## src/rtl/id_stage_pkg.sv

```systemverilog
// Shared decode definitions for the 16-bit core's ID stage: opcodes, instruction
// field positions, NOP encoding and the ID/EX payload structure.
package id_stage_pkg;

   localparam int DW = 8;
   localparam int RN = 8;

   typedef enum logic [3:0] {
      OP_NOP  = 4'b0000,
      OP_ADD  = 4'b0001,
      OP_SUB  = 4'b0010,
      OP_AND  = 4'b0011,
      OP_OR   = 4'b0100,
      OP_XOR  = 4'b0101,
      OP_SL   = 4'b0110,
      OP_SR   = 4'b0111,
      OP_ADDI = 4'b1001,
      OP_LD   = 4'b1010,
      OP_ST   = 4'b1011,
      OP_BR   = 4'b1100
   } opcode_e;

   localparam int OP_HI  = 15;
   localparam int OP_LO  = 12;
   localparam int RD_HI  = 11;
   localparam int RD_LO  = 9;
   localparam int RS1_HI = 8;
   localparam int RS1_LO = 6;
   localparam int RS2_HI = 5;
   localparam int RS2_LO = 3;
   localparam int IMM_HI = 5;
   localparam int IMM_LO = 0;

   localparam logic [15:0] NOP_INSTR = 16'h0000;

   typedef struct packed {
      logic wb_en;
      logic mem_read;
      logic mem_write;
   } ctrl_t;

   typedef struct packed {
      logic [3:0]    op;
      logic [2:0]    dest;
      logic [2:0]    src1;
      logic [2:0]    src2;
      logic [DW-1:0] val1;
      logic [DW-1:0] val2;
      logic [DW-1:0] imm;
      ctrl_t         ctrl;
   } idex_t;

   function automatic logic [DW-1:0] sext_imm(input logic [5:0] imm6);
      return {{(DW-6){imm6[5]}}, imm6};
   endfunction

endpackage

```

## src/rtl/id_stage_if.sv

```systemverilog
// Signal bundle between the ID stage and its neighbours (fetch, writeback, MEM, execute).
// The master side drives instructions and writeback; the slave side is the ID stage.
interface id_stage_if;
   import id_stage_pkg::*;

   logic [15:0]   instr;
   logic          wb_en;
   logic [2:0]    wb_dest;
   logic [DW-1:0] wb_data;
   logic          mem_wb_en;
   logic [2:0]    mem_dest;

   logic          stall;
   logic          branch_taken;
   logic [5:0]    branch_offset_imm;

   logic [3:0]    ex_op;
   logic [2:0]    ex_dest;
   logic [2:0]    ex_src1;
   logic [2:0]    ex_src2;
   logic [DW-1:0] ex_val1;
   logic [DW-1:0] ex_val2;
   logic [DW-1:0] ex_imm;
   logic          ex_wb_en;
   logic          ex_mem_read;
   logic          ex_mem_write;

   modport master (
      output instr, wb_en, wb_dest, wb_data, mem_wb_en, mem_dest,
      input  stall, branch_taken, branch_offset_imm,
      input  ex_op, ex_dest, ex_src1, ex_src2, ex_val1, ex_val2, ex_imm,
      input  ex_wb_en, ex_mem_read, ex_mem_write
   );

   modport slave (
      input  instr, wb_en, wb_dest, wb_data, mem_wb_en, mem_dest,
      output stall, branch_taken, branch_offset_imm,
      output ex_op, ex_dest, ex_src1, ex_src2, ex_val1, ex_val2, ex_imm,
      output ex_wb_en, ex_mem_read, ex_mem_write
   );

endinterface

```

## src/rtl/id_stage_reg_file.sv

```systemverilog
// reg_file: N x W registers, two async read ports, one sync write port, R0 reads zero.
// Build option: ID_WB_BYPASS_EN makes a same-cycle write visible to the read ports.
module reg_file
   import id_stage_pkg::*;
#(
   parameter int W  = DW,
   parameter int N  = RN,
   parameter int AW = $clog2(N)
)
(
   input  logic          clk,
   input  logic          rst,
   input  logic [AW-1:0] raddr1,
   input  logic [AW-1:0] raddr2,
   output logic [W-1:0]  rdata1,
   output logic [W-1:0]  rdata2,
   input  logic          wen,
   input  logic [AW-1:0] waddr,
   input  logic [W-1:0]  wdata
);

   logic [W-1:0] regs_r [N];

   function automatic logic [W-1:0] read_port(input logic [AW-1:0] addr);
      logic [W-1:0] v;
      if (addr == {AW{1'b0}}) begin
         v = {W{1'b0}};
`ifdef ID_WB_BYPASS_EN
      end else if (wen && (waddr == addr)) begin
         v = wdata;
`endif
      end else begin
         v = regs_r[addr];
      end
      return v;
   endfunction

   // Write port; R0 is never stored so it stays zero.
   always_ff @(posedge clk or negedge rst) begin
      if (!rst) begin
         for (int i = 0; i < N; i++) begin
            regs_r[i] <= {W{1'b0}};
         end
      end else if (wen && (waddr != {AW{1'b0}})) begin
         regs_r[waddr] <= wdata;
      end
   end

   // Asynchronous read ports.
   always_comb begin
      rdata1 = read_port(raddr1);
      rdata2 = read_port(raddr2);
   end

endmodule

```

## src/rtl/id_stage.sv

```systemverilog
// id_stage: IF/ID register, register file, decoder, load-use/branch hazards, ID/EX register.
// Build option: ID_WB_BYPASS_EN (writeback write-through; no WB-stage branch stall).
module id_stage
   import id_stage_pkg::*;
(
   input  logic      clk,
   input  logic      rst,
   id_stage_if.slave bus
);

   logic [15:0]   ifid_r;
   idex_t         idex_r;
   idex_t         decoded_s;
   logic [3:0]    op_s;
   logic [2:0]    rd_s;
   logic [2:0]    rs1_s;
   logic [2:0]    rs2_s;
   logic [2:0]    raddr2_s;
   logic [5:0]    imm6_s;
   logic [DW-1:0] rdata1_s;
   logic [DW-1:0] rdata2_s;
   logic          use1_s;
   logic          use2_s;
   logic          is_br_s;
   logic          load_use_s;
   logic          wb_hazard_s;
   logic          br_hazard_s;
   logic          stall_s;
   logic          taken_s;

   assign op_s     = ifid_r[OP_HI:OP_LO];
   assign rd_s     = ifid_r[RD_HI:RD_LO];
   assign rs1_s    = ifid_r[RS1_HI:RS1_LO];
   assign rs2_s    = ifid_r[RS2_HI:RS2_LO];
   assign imm6_s   = ifid_r[IMM_HI:IMM_LO];
   // A store's data register sits in the rd field and is read through port 2.
   assign raddr2_s = (op_s == OP_ST) ? rd_s : rs2_s;

   reg_file #(.W(DW), .N(RN)) u_reg_file (
      .clk    (clk),
      .rst    (rst),
      .raddr1 (rs1_s),
      .raddr2 (raddr2_s),
      .rdata1 (rdata1_s),
      .rdata2 (rdata2_s),
      .wen    (bus.wb_en),
      .waddr  (bus.wb_dest),
      .wdata  (bus.wb_data)
   );

   // Decode IF/ID into the ID/EX payload; unused source fields read as zero.
   always_comb begin
      decoded_s = '0;
      use1_s    = 1'b0;
      use2_s    = 1'b0;
      is_br_s   = 1'b0;
      case (op_s)
         OP_ADD, OP_SUB, OP_AND, OP_OR, OP_XOR, OP_SL, OP_SR: begin
            decoded_s.op         = op_s;
            decoded_s.dest       = rd_s;
            decoded_s.ctrl.wb_en = (rd_s != 3'd0);
            use1_s               = 1'b1;
            use2_s               = 1'b1;
         end
         OP_ADDI, OP_LD: begin
            decoded_s.op            = op_s;
            decoded_s.dest          = rd_s;
            decoded_s.imm           = sext_imm(imm6_s);
            decoded_s.ctrl.wb_en    = (rd_s != 3'd0);
            decoded_s.ctrl.mem_read = (op_s == OP_LD);
            use1_s                  = 1'b1;
         end
         OP_ST: begin
            decoded_s.op             = op_s;
            decoded_s.imm            = sext_imm(imm6_s);
            decoded_s.ctrl.mem_write = 1'b1;
            use1_s                   = 1'b1;
            use2_s                   = 1'b1;
         end
         OP_BR: begin
            decoded_s.op  = op_s;
            decoded_s.imm = sext_imm(imm6_s);
            use1_s        = 1'b1;
            is_br_s       = 1'b1;
         end
         default: begin
            decoded_s = '0;
         end
      endcase
      decoded_s.src1 = use1_s ? rs1_s : 3'd0;
      decoded_s.src2 = use2_s ? raddr2_s : 3'd0;
      decoded_s.val1 = use1_s ? rdata1_s : {DW{1'b0}};
      decoded_s.val2 = use2_s ? rdata2_s : {DW{1'b0}};
   end

   assign load_use_s = idex_r.ctrl.mem_read && (idex_r.dest != 3'd0) &&
                       ((use1_s && (rs1_s == idex_r.dest)) ||
                        (use2_s && (raddr2_s == idex_r.dest)));

`ifdef ID_WB_BYPASS_EN
   assign wb_hazard_s = 1'b0;
`else
   assign wb_hazard_s = bus.wb_en && (bus.wb_dest == rs1_s);
`endif

   // The branch compares its register now, so any in-flight write to it must land first.
   assign br_hazard_s = is_br_s && (rs1_s != 3'd0) &&
                        ((idex_r.ctrl.wb_en && (idex_r.dest == rs1_s)) ||
                         (bus.mem_wb_en && (bus.mem_dest == rs1_s)) ||
                         wb_hazard_s);

   assign stall_s = load_use_s || br_hazard_s;
   assign taken_s = is_br_s && !stall_s && (rdata1_s == {DW{1'b0}});

   // Pipeline registers: stall holds IF/ID and bubbles ID/EX; a taken branch flushes both.
   always_ff @(posedge clk or negedge rst) begin
      if (!rst) begin
         ifid_r <= NOP_INSTR;
         idex_r <= '0;
      end else if (stall_s) begin
         ifid_r <= ifid_r;
         idex_r <= '0;
      end else if (taken_s) begin
         ifid_r <= NOP_INSTR;
         idex_r <= '0;
      end else begin
         ifid_r <= bus.instr;
         idex_r <= decoded_s;
      end
   end

   assign bus.stall             = stall_s;
   assign bus.branch_taken      = taken_s;
   assign bus.branch_offset_imm = imm6_s;
   assign bus.ex_op             = idex_r.op;
   assign bus.ex_dest           = idex_r.dest;
   assign bus.ex_src1           = idex_r.src1;
   assign bus.ex_src2           = idex_r.src2;
   assign bus.ex_val1           = idex_r.val1;
   assign bus.ex_val2           = idex_r.val2;
   assign bus.ex_imm            = idex_r.imm;
   assign bus.ex_wb_en          = idex_r.ctrl.wb_en;
   assign bus.ex_mem_read       = idex_r.ctrl.mem_read;
   assign bus.ex_mem_write      = idex_r.ctrl.mem_write;

endmodule
```

## src/flat_wrapper.sv

```systemverilog
// flat-port wrapper written by rule: the top's interface ports become plain ports
module id_stage_flat import id_stage_pkg::*;
  (clk, rst, bus_instr, bus_wb_en, bus_wb_dest, bus_wb_data, bus_mem_wb_en, bus_mem_dest, bus_stall, bus_branch_taken, bus_branch_offset_imm, bus_ex_op, bus_ex_dest, bus_ex_src1, bus_ex_src2, bus_ex_val1, bus_ex_val2, bus_ex_imm, bus_ex_wb_en, bus_ex_mem_read, bus_ex_mem_write);
  id_stage_if bus_i ();
  input  logic clk;
  input  logic rst;
  input wire logic [$bits(bus_i.instr)-1:0] bus_instr;
  input wire logic [$bits(bus_i.wb_en)-1:0] bus_wb_en;
  input wire logic [$bits(bus_i.wb_dest)-1:0] bus_wb_dest;
  input wire logic [$bits(bus_i.wb_data)-1:0] bus_wb_data;
  input wire logic [$bits(bus_i.mem_wb_en)-1:0] bus_mem_wb_en;
  input wire logic [$bits(bus_i.mem_dest)-1:0] bus_mem_dest;
  output wire logic [$bits(bus_i.stall)-1:0] bus_stall;
  output wire logic [$bits(bus_i.branch_taken)-1:0] bus_branch_taken;
  output wire logic [$bits(bus_i.branch_offset_imm)-1:0] bus_branch_offset_imm;
  output wire logic [$bits(bus_i.ex_op)-1:0] bus_ex_op;
  output wire logic [$bits(bus_i.ex_dest)-1:0] bus_ex_dest;
  output wire logic [$bits(bus_i.ex_src1)-1:0] bus_ex_src1;
  output wire logic [$bits(bus_i.ex_src2)-1:0] bus_ex_src2;
  output wire logic [$bits(bus_i.ex_val1)-1:0] bus_ex_val1;
  output wire logic [$bits(bus_i.ex_val2)-1:0] bus_ex_val2;
  output wire logic [$bits(bus_i.ex_imm)-1:0] bus_ex_imm;
  output wire logic [$bits(bus_i.ex_wb_en)-1:0] bus_ex_wb_en;
  output wire logic [$bits(bus_i.ex_mem_read)-1:0] bus_ex_mem_read;
  output wire logic [$bits(bus_i.ex_mem_write)-1:0] bus_ex_mem_write;
  assign bus_i.instr = bus_instr;
  assign bus_i.wb_en = bus_wb_en;
  assign bus_i.wb_dest = bus_wb_dest;
  assign bus_i.wb_data = bus_wb_data;
  assign bus_i.mem_wb_en = bus_mem_wb_en;
  assign bus_i.mem_dest = bus_mem_dest;
  assign bus_stall = bus_i.stall;
  assign bus_branch_taken = bus_i.branch_taken;
  assign bus_branch_offset_imm = bus_i.branch_offset_imm;
  assign bus_ex_op = bus_i.ex_op;
  assign bus_ex_dest = bus_i.ex_dest;
  assign bus_ex_src1 = bus_i.ex_src1;
  assign bus_ex_src2 = bus_i.ex_src2;
  assign bus_ex_val1 = bus_i.ex_val1;
  assign bus_ex_val2 = bus_i.ex_val2;
  assign bus_ex_imm = bus_i.ex_imm;
  assign bus_ex_wb_en = bus_i.ex_wb_en;
  assign bus_ex_mem_read = bus_i.ex_mem_read;
  assign bus_ex_mem_write = bus_i.ex_mem_write;
  id_stage u_core (.clk(clk), .rst(rst), .bus(bus_i));
endmodule
```

## config.mk

```make
export PLATFORM = sky130hd
export DESIGN_NAME = id_stage_flat
export DESIGN_NICKNAME = d
export VERILOG_FILES = /design/src/rtl/id_stage_pkg.sv /design/src/rtl/id_stage_if.sv /design/src/rtl/id_stage_reg_file.sv /design/src/rtl/id_stage.sv /design/src/flat_wrapper.sv
export SDC_FILE = /design/constraint.sdc
export NUM_CORES = 1
export LEC_CHECK = 0
export BUFFER_PORTS_ARGS = -buffer_cell sky130_fd_sc_hd__buf_2
export CAP_MARGIN = 20
export CORE_AREA = 2 2 123 89
export DETAILED_ROUTE_END_ITERATION = 10
export DIE_AREA = 0 0 125 91
export PLACE_DENSITY = 0.87
export RECOVER_POWER = 25
export SLEW_MARGIN = 15
export SYNTH_ARGS = -nofsm -noshare
export SYNTH_HDL_FRONTEND = slang
export SYNTH_SLANG_ARGS = --single-unit
export TNS_END_PERCENT = 50
```

## constraint.sdc

```tcl
create_clock -name clk -period 3.1 [get_ports clk]
set_input_delay 0.465 -clock clk [delete_from_list [all_inputs] [get_ports clk]]
set_output_delay 0.465 -clock clk [all_outputs]
set_load 0.005 [all_outputs]
```

# [After elaboration in Yosys (flattened, before gate mapping)]
# Index checks and enable logic that the tools add are counted.
[word_totals] ram_bits=0 reg_bits=120 output_inout_bits=48 latchBits=0 elab_cells=100 rom_bits=0 memories=0 in_bits=34
[classes] n_bitwise=3 eq_ne=16 addsub=0 magnitude_cmp=4 reduce_logical=30 multipliers=0 n_shift=0 mux=28 div=0
[ops] op="$mux 40" n=2
[ops] op="$mux 8" n=10
[ops] op="$bwmux 64" n=1
[ops] op="$bmux 8 s3" n=2
[ops] op="$demux 8 s3" n=1
[ops] op="$eq 4x3->1 const B" n=4
[ops] op="$eq 4x4->1 const B" n=4
[ops] op="$mux 16" n=1
[ops] op="$eq 3x3->1" n=5
[ops] op="$logic_and 1x1->1" n=13
[ops] op="$ge 4x4->1 const B" n=3
[ops] op="$mux 3" n=4
[ops] op="$not 3->4" n=3
[ops] op="$reduce_bool 3->1" n=4
[ops] op="$reduce_or 11->1" n=1
[ops] op="$reduce_or 9->1" n=1
[ops] op="$eq 4x2->1 const B" n=2
[ops] op="$logic_not 8->1" n=1
[ops] op="$reduce_or 8->1" n=1
[ops] op="$logic_not 3->1" n=2
[ops] op="$mux 1" n=6
[ops] op="$eq 4x1->1 const B" n=1
[ops] op="$logic_or 1x1->1" n=4
[ops] op="$lt 4x1->1 const B" n=1
[ops] op="4 further kinds" n=4

# [Longest topological paths before layout]
[depth] depth_word=12 depth_mapped=10 mapped_depth_nobuf=6

# [Cells and area by module]
# A second synthesis with hierarchy kept.
[hier_totals] cells_unflattened=473 hier_area_um2=5769.3
[modules_own_cells] module="reg_file" area_per_inst_um2=3279.4 seq_area_each_um2=1401.3 instances=1 cells_each=246
[modules_own_cells] module="id_stage" area_per_inst_um2=2489.9 seq_area_each_um2=1351.3 instances=1 cells_each=227

# [Worst setup path after synthesis]
# No wires, ideal clock.
[synth_path] kind="register to output" startpoint="reg u_core.ifid_r[14]" endpoint="out bus_branch_taken" path_slack_ps=495 arrival_ps=2140 path_buffers=1 stages_incl_launch_ff=8 t_required_ps=2635 cell_sequence="dfrtp_1 nand4b_2 mux2_1 and4_1 a311oi_4 nand2_1 buf_2 nor2_1"
[synth_via] elab_chain_cells=10 word_cells_on_any_way=28 cone_classes="eq/ne: 12; mux: 4; reduce/logical: 12"
[synth_lines] element="start, declared" line="id_stage.sv:11" rtl="logic [15:0] ifid_r;"
[synth_lines] element="start signal, assigned" line="id_stage.sv:121" rtl="ifid_r <= ifid_r;"
[synth_lines] element="start signal, assigned" line="id_stage.sv:127" rtl="ifid_r <= bus.instr;"
[synth_lines] element="$eq 4x1->1 (tied with other cells)" line="id_stage.sv:57" rtl="case (op_s)"
[synth_lines] element="$reduce_or 11->1 (no source line) (tied with other cells)"
[synth_lines] element="$mux 1 or $eq 3x3->1 (tied branches)" line="id_stage.sv:57, id_stage.sv:98"
[synth_lines] element="$logic_and 1x1->1, on equally long branches" line="id_stage.sv:97, id_stage.sv:98"
[synth_lines] element="$logic_or 1x1->1" line="id_stage.sv:97" rtl="((use1_s && (rs1_s == idex_r.dest)) ||"
[synth_lines] element="$logic_and 1x1->1" line="id_stage.sv:96" rtl="assign load_use_s = idex_r.ctrl.mem_read && (idex_r.dest != 3'd0) &&"
[synth_lines] element="$logic_or 1x1->1 *" line="id_stage.sv:112" rtl="assign stall_s = load_use_s || br_hazard_s;"
[synth_lines] element="named net bus_stall" line="flat_wrapper.sv:13" rtl="output wire logic [$bits(bus_i.stall)-1:0] bus_stall;"
[synth_lines] element="$logic_not 1->1 *" line="id_stage.sv:113" rtl="assign taken_s = is_br_s && !stall_s && (rdata1_s == {DW{1'b0}});"
[synth_lines] element="$logic_and 1x1->1 * (2 in series)" line="id_stage.sv:113"
[synth_lines] element="end, declared" line="flat_wrapper.sv:14" rtl="output wire logic [$bits(bus_i.branch_taken)-1:0] bus_branch_taken;"
# Mark *: on every way through the listed nets, which the timed path passes. The rest lies on a longest branch.

# [Final worst setup path]
[layout_path] startpoint="reg u_core.ifid_r[6]" endpoint="out bus_branch_taken"
[layout_via] elab_chain_cells=9 word_cells_on_any_way=26 cone_classes="eq/ne: 4; mux: 4; bitwise: 1; reduce/logical: 17"
[layout_lines] element="parallel branches: the longest is 8 deep, another holds $bmux 8 s3"
[layout_lines] element="$logic_and 1x1->1 *" line="id_stage.sv:113"
# Every way passes the cells marked *. The select of a mux whose other input is x is not followed.

==> results.sh <==
export IMPL_first_global_vias=4568
export IMPL_rr_worst_depth=7
export IMPL_netlist_instances=459
export IMPL_reg2reg_slack_ns=0.17
export IMPL_port_buffers=81
export IMPL_hold_start="bus_instr[14]"
export IMPL_routed_via_count=4487
export IMPL_skew_ns=0.00662
export IMPL_routabilityCongestion=0.983
export IMPL_die_w_um=125
export IMPL_min_to="u_core.ifid_r[14]"
export IMPL_grt_overflow=0
export IMPL_pre_cts_ws_ns=0.181
export IMPL_die_area_um2=11400
export IMPL_worst_setup_path_end_kind="primary output"
export IMPL_clock_sinks=114
export IMPL_place_hpwl_mm=10.2
export IMPL_power_leakage_nw=3.22
export IMPL_crit_buf_inv=1
export IMPL_clock_latency_ns=0.41
export IMPL_multiInputGateArea_um2=2650
export IMPL_ys_seq_area_share_pct=49.8
export IMPL_grt_usage_pct=29.1
export IMPL_synth_seq_cells=114
export IMPL_h_tree_depth=4
export IMPL_path_clk_slew_ns=0.05
export IMPL_critical_path_top_delay_family="simple AND/OR/NAND/NOR gates"
export IMPL_syn_to_final_growth_pct=21.7
export IMPL_grt_max_degree=53
export IMPL_cp_max_fo=5
export IMPL_cts_root_buf="clkbuf_16"
export IMPL_via_per_inst=6.51
export IMPL_layout_drive_gt1_share_pct=43.4
export IMPL_num_rows=31
export IMPL_fillers=668
export IMPL_drc_errors=0
export IMPL_cts_buffers=17
export IMPL_r2r_end="u_core.bus.ex_val1[4]"
export IMPL_worst_pin_slew_ns=1.39
export IMPL_crit_required_ns=2.63
export IMPL_crit_chain="mux4_1 > nor4_4 > o32ai_2 > or4b_4 > nor2_2 > buf_2"
export IMPL_synth_ff_type="dfrtp_1"
export IMPL_instances_no_fill=689
export IMPL_rsz0062_at_grt="true"
export IMPL_violations="negative setup slack"
export IMPL_powerDensity_nw_per_um2=728
export IMPL_dp_cells=653
export IMPL_finalWorstSetupSlack_ns=-0.0547
export IMPL_utilization_pct=68.6
export IMPL_hp_class="input port to flop"
export IMPL_finalPower_mw=5.08
export IMPL_ant_nets=0
export IMPL_antenna_found_initial=0
export IMPL_grt_use_met3_pct=7.07
export IMPL_grt_pass1_wl_mm=25.5
export IMPL_synth_edff_count=0
export IMPL_syn_nets=493
export IMPL_register_area_um2=2860
export IMPL_crit_type="flop to primary output"
export IMPL_hold_depth=3
export IMPL_ys_warn_count=0
export IMPL_syn_area_per_cell_um2=12.5
export IMPL_grt_use_met2_pct=44.4
export IMPL_async_reset_ff_share_pct=100
export IMPL_ios=82
export IMPL_syn_area_um2=5730
export IMPL_nNetsFinal=580
export IMPL_cts_hold_buffers=0
export IMPL_min_period_over_period_pct=102
export IMPL_ys_types=60
export IMPL_core_area_um2=10200
export IMPL_startpoint_type="flop"
export IMPL_wirelength_mm=16.0
export IMPL_cp_slowest_cell="mux4_1"
export IMPL_first_pass_iters=5
export IMPL_fp_dieH_um=91
export IMPL_max_slew_margin_rel_pct=7.66
export IMPL_cap_violations=0
export IMPL_initial_core_util_pct=56.4
export IMPL_critPathMaxStageDelay_ns=0.65
export IMPL_final_max_slew_viol_count=0
export IMPL_antennaDiodeCount=0
export IMPL_finalHoldViolCount=0
export IMPL_setup_violations=1
export IMPL_status="finished with violations"
export IMPL_use_met1_pct=39.8
export IMPL_min_period_ns=3.15
export IMPL_routedWlPerCell_um=23.3
export IMPL_grt_busiest_layer="met2"
export IMPL_cts_tree="built"
export IMPL_crit_arrival_ns=2.69
export IMPL_fmax_mhz=317
export IMPL_irDropWorstVdd_v=0.000459
export IMPL_ctsLongestPathBuffers=2
export IMPL_r2r_start="u_core.ifid_r[13]"
export IMPL_dr_first_iter_drc_count=576
[tightest hold or removal path, delay by kind of cell]
kind	cells	cell delay (ns)
AOI/OAI and AO/OA	1	0.05
and+or+nand+nor	1	0.05
buffers and inverters	1	0.10
[layer usage]
metal  vias to the layer above  routed length, um
met5                         -                  0
met4                         0                540
met3                        60               1600
met2                       300               7370
met1                      2243               6540
li1                       1884                  -
[layout make-up]
class / count / area share (%)
clock buffer: 19 / 6.49
tap: 132 / 2.37
multi-input combinational: 297 / 38.0
inverter: 4 / 0.269
clock inverter: 11 / 2.65
sequential: 114 / 41.0
timing repair buffer: 112 / 9.26
[flip-flops by register name, summed over array words and instances (netlist names), 3 cells and up]
signal and flops:
u_core.bus.ex_imm 6, u_core.bus.ex_val2 8, u_core.bus.ex_dest 3, u_core.u_reg_file.regs_r 60, u_core.bus.ex_op 4, u_core.ifid_r 16, u_core.bus.ex_src1 3, u_core.bus.ex_val1 8
u_core.bus.ex_src2 3
[logic make-up after synthesis]
family / Yosys count / share of synthesized area, %
compound gates: 71 / 9.95
xor+xnor: 11 / 1.68
buf+inv: 48 / 4.93
flops: 114 / 49.8
mux: 99 / 22.2
simple gates: 116 / 11.4
[where the power goes]
group / internal, mW / switching [mW]
Combinational: 0.505 / 0.474
Clock: 1.45 / 0.661
Sequential: 1.75 / 0.239
Total: 3.71 / 1.37
[through the flow]
| step | hold slack, ns | setup TNS, ns | cell area, um2 |
|---|---|---|---|
| 2_1_floorplan | 0.169 | 0 | 5730 |
| 3_3_place_gp | 0.358 | 0 | 6220 |
| 5_1_grt | 0.297 | -0.139 | 6980 |
| 4_1_cts | 0.0966 | -0.0505 | 6960 |
| 3_5_place_dp | 0.361 | 0 | 6220 |
| 6_report | 0.292 | -0.0547 | 6980 |
[placed cells by master, fill, tap and decap left out, drive strengths merged, types with 2 or more instances in the layout]
cell type    n
o21ai        7
o2111ai      2
or3          2
bufinv       5
clkbuf      22
nand2       20
o22ai        5
dfrtp      114
a21o         2
clkinv       4
mux2i       19
xor2         5
inv          3
o2bb2ai     25
mux2        65
a22oi       10
nand3       20
a21oi        5
clkinvlp     3
a221oi       2
nor4bb       2
nor4         4
nor2        30
buf        109
and2         2
nand4b       4
xnor2        6
nand4        4
nor3        14
mux4        15
nor2b        5
[cells in the mapped netlist, drive strengths merged (2+ instances only)]
cell	number	area, um2
a21o	2	15.0
a21oi	5	25.0
a221oi	2	17.5
a22oi	10	75.1
and2	2	12.5
buf	28	208
clkbuf	16	60.1
dfrtp	114	2850
inv	4	15.0
mux2	65	732
mux2i	19	194
mux4	15	349
nand2	20	75.1
nand3	20	113
nand4	4	25.0
nand4b	4	41.3
nor2	30	113
nor2b	5	31.3
nor3	14	100
nor4	4	25.0
nor4bb	2	20.0
o2111ai	2	17.5
o21ai	7	35.0
o22ai	5	31.3
o2bb2ai	25	219
or3	2	12.5
xnor2	6	52.6
xor2	5	43.8
[how the worst max path moves through the flow]
stage                      start              endpoint  slack [ns]  cells past startpoint
2_1_floorplan  u_core.ifid_r[14]      bus_branch_taken        0.49                      7
3_3_place_gp    u_core.ifid_r[6]      bus_branch_taken        0.21                      6
3_5_place_dp    u_core.ifid_r[6]  u_core.bus.ex_imm[4]        0.18                      6
4_1_cts         u_core.ifid_r[6]      bus_branch_taken       -0.05                      7
5_1_grt         u_core.ifid_r[7]      bus_branch_taken       -0.14                      6
6_report        u_core.ifid_r[6]      bus_branch_taken       -0.05                      6
[what timing repair did]
action,CTS,global route
endpoints found under the setup margin,2,3
buffers inserted,6,0
gates resized for setup,10,10
pin swaps,3,2
Power figures use the tool's default switching activity.
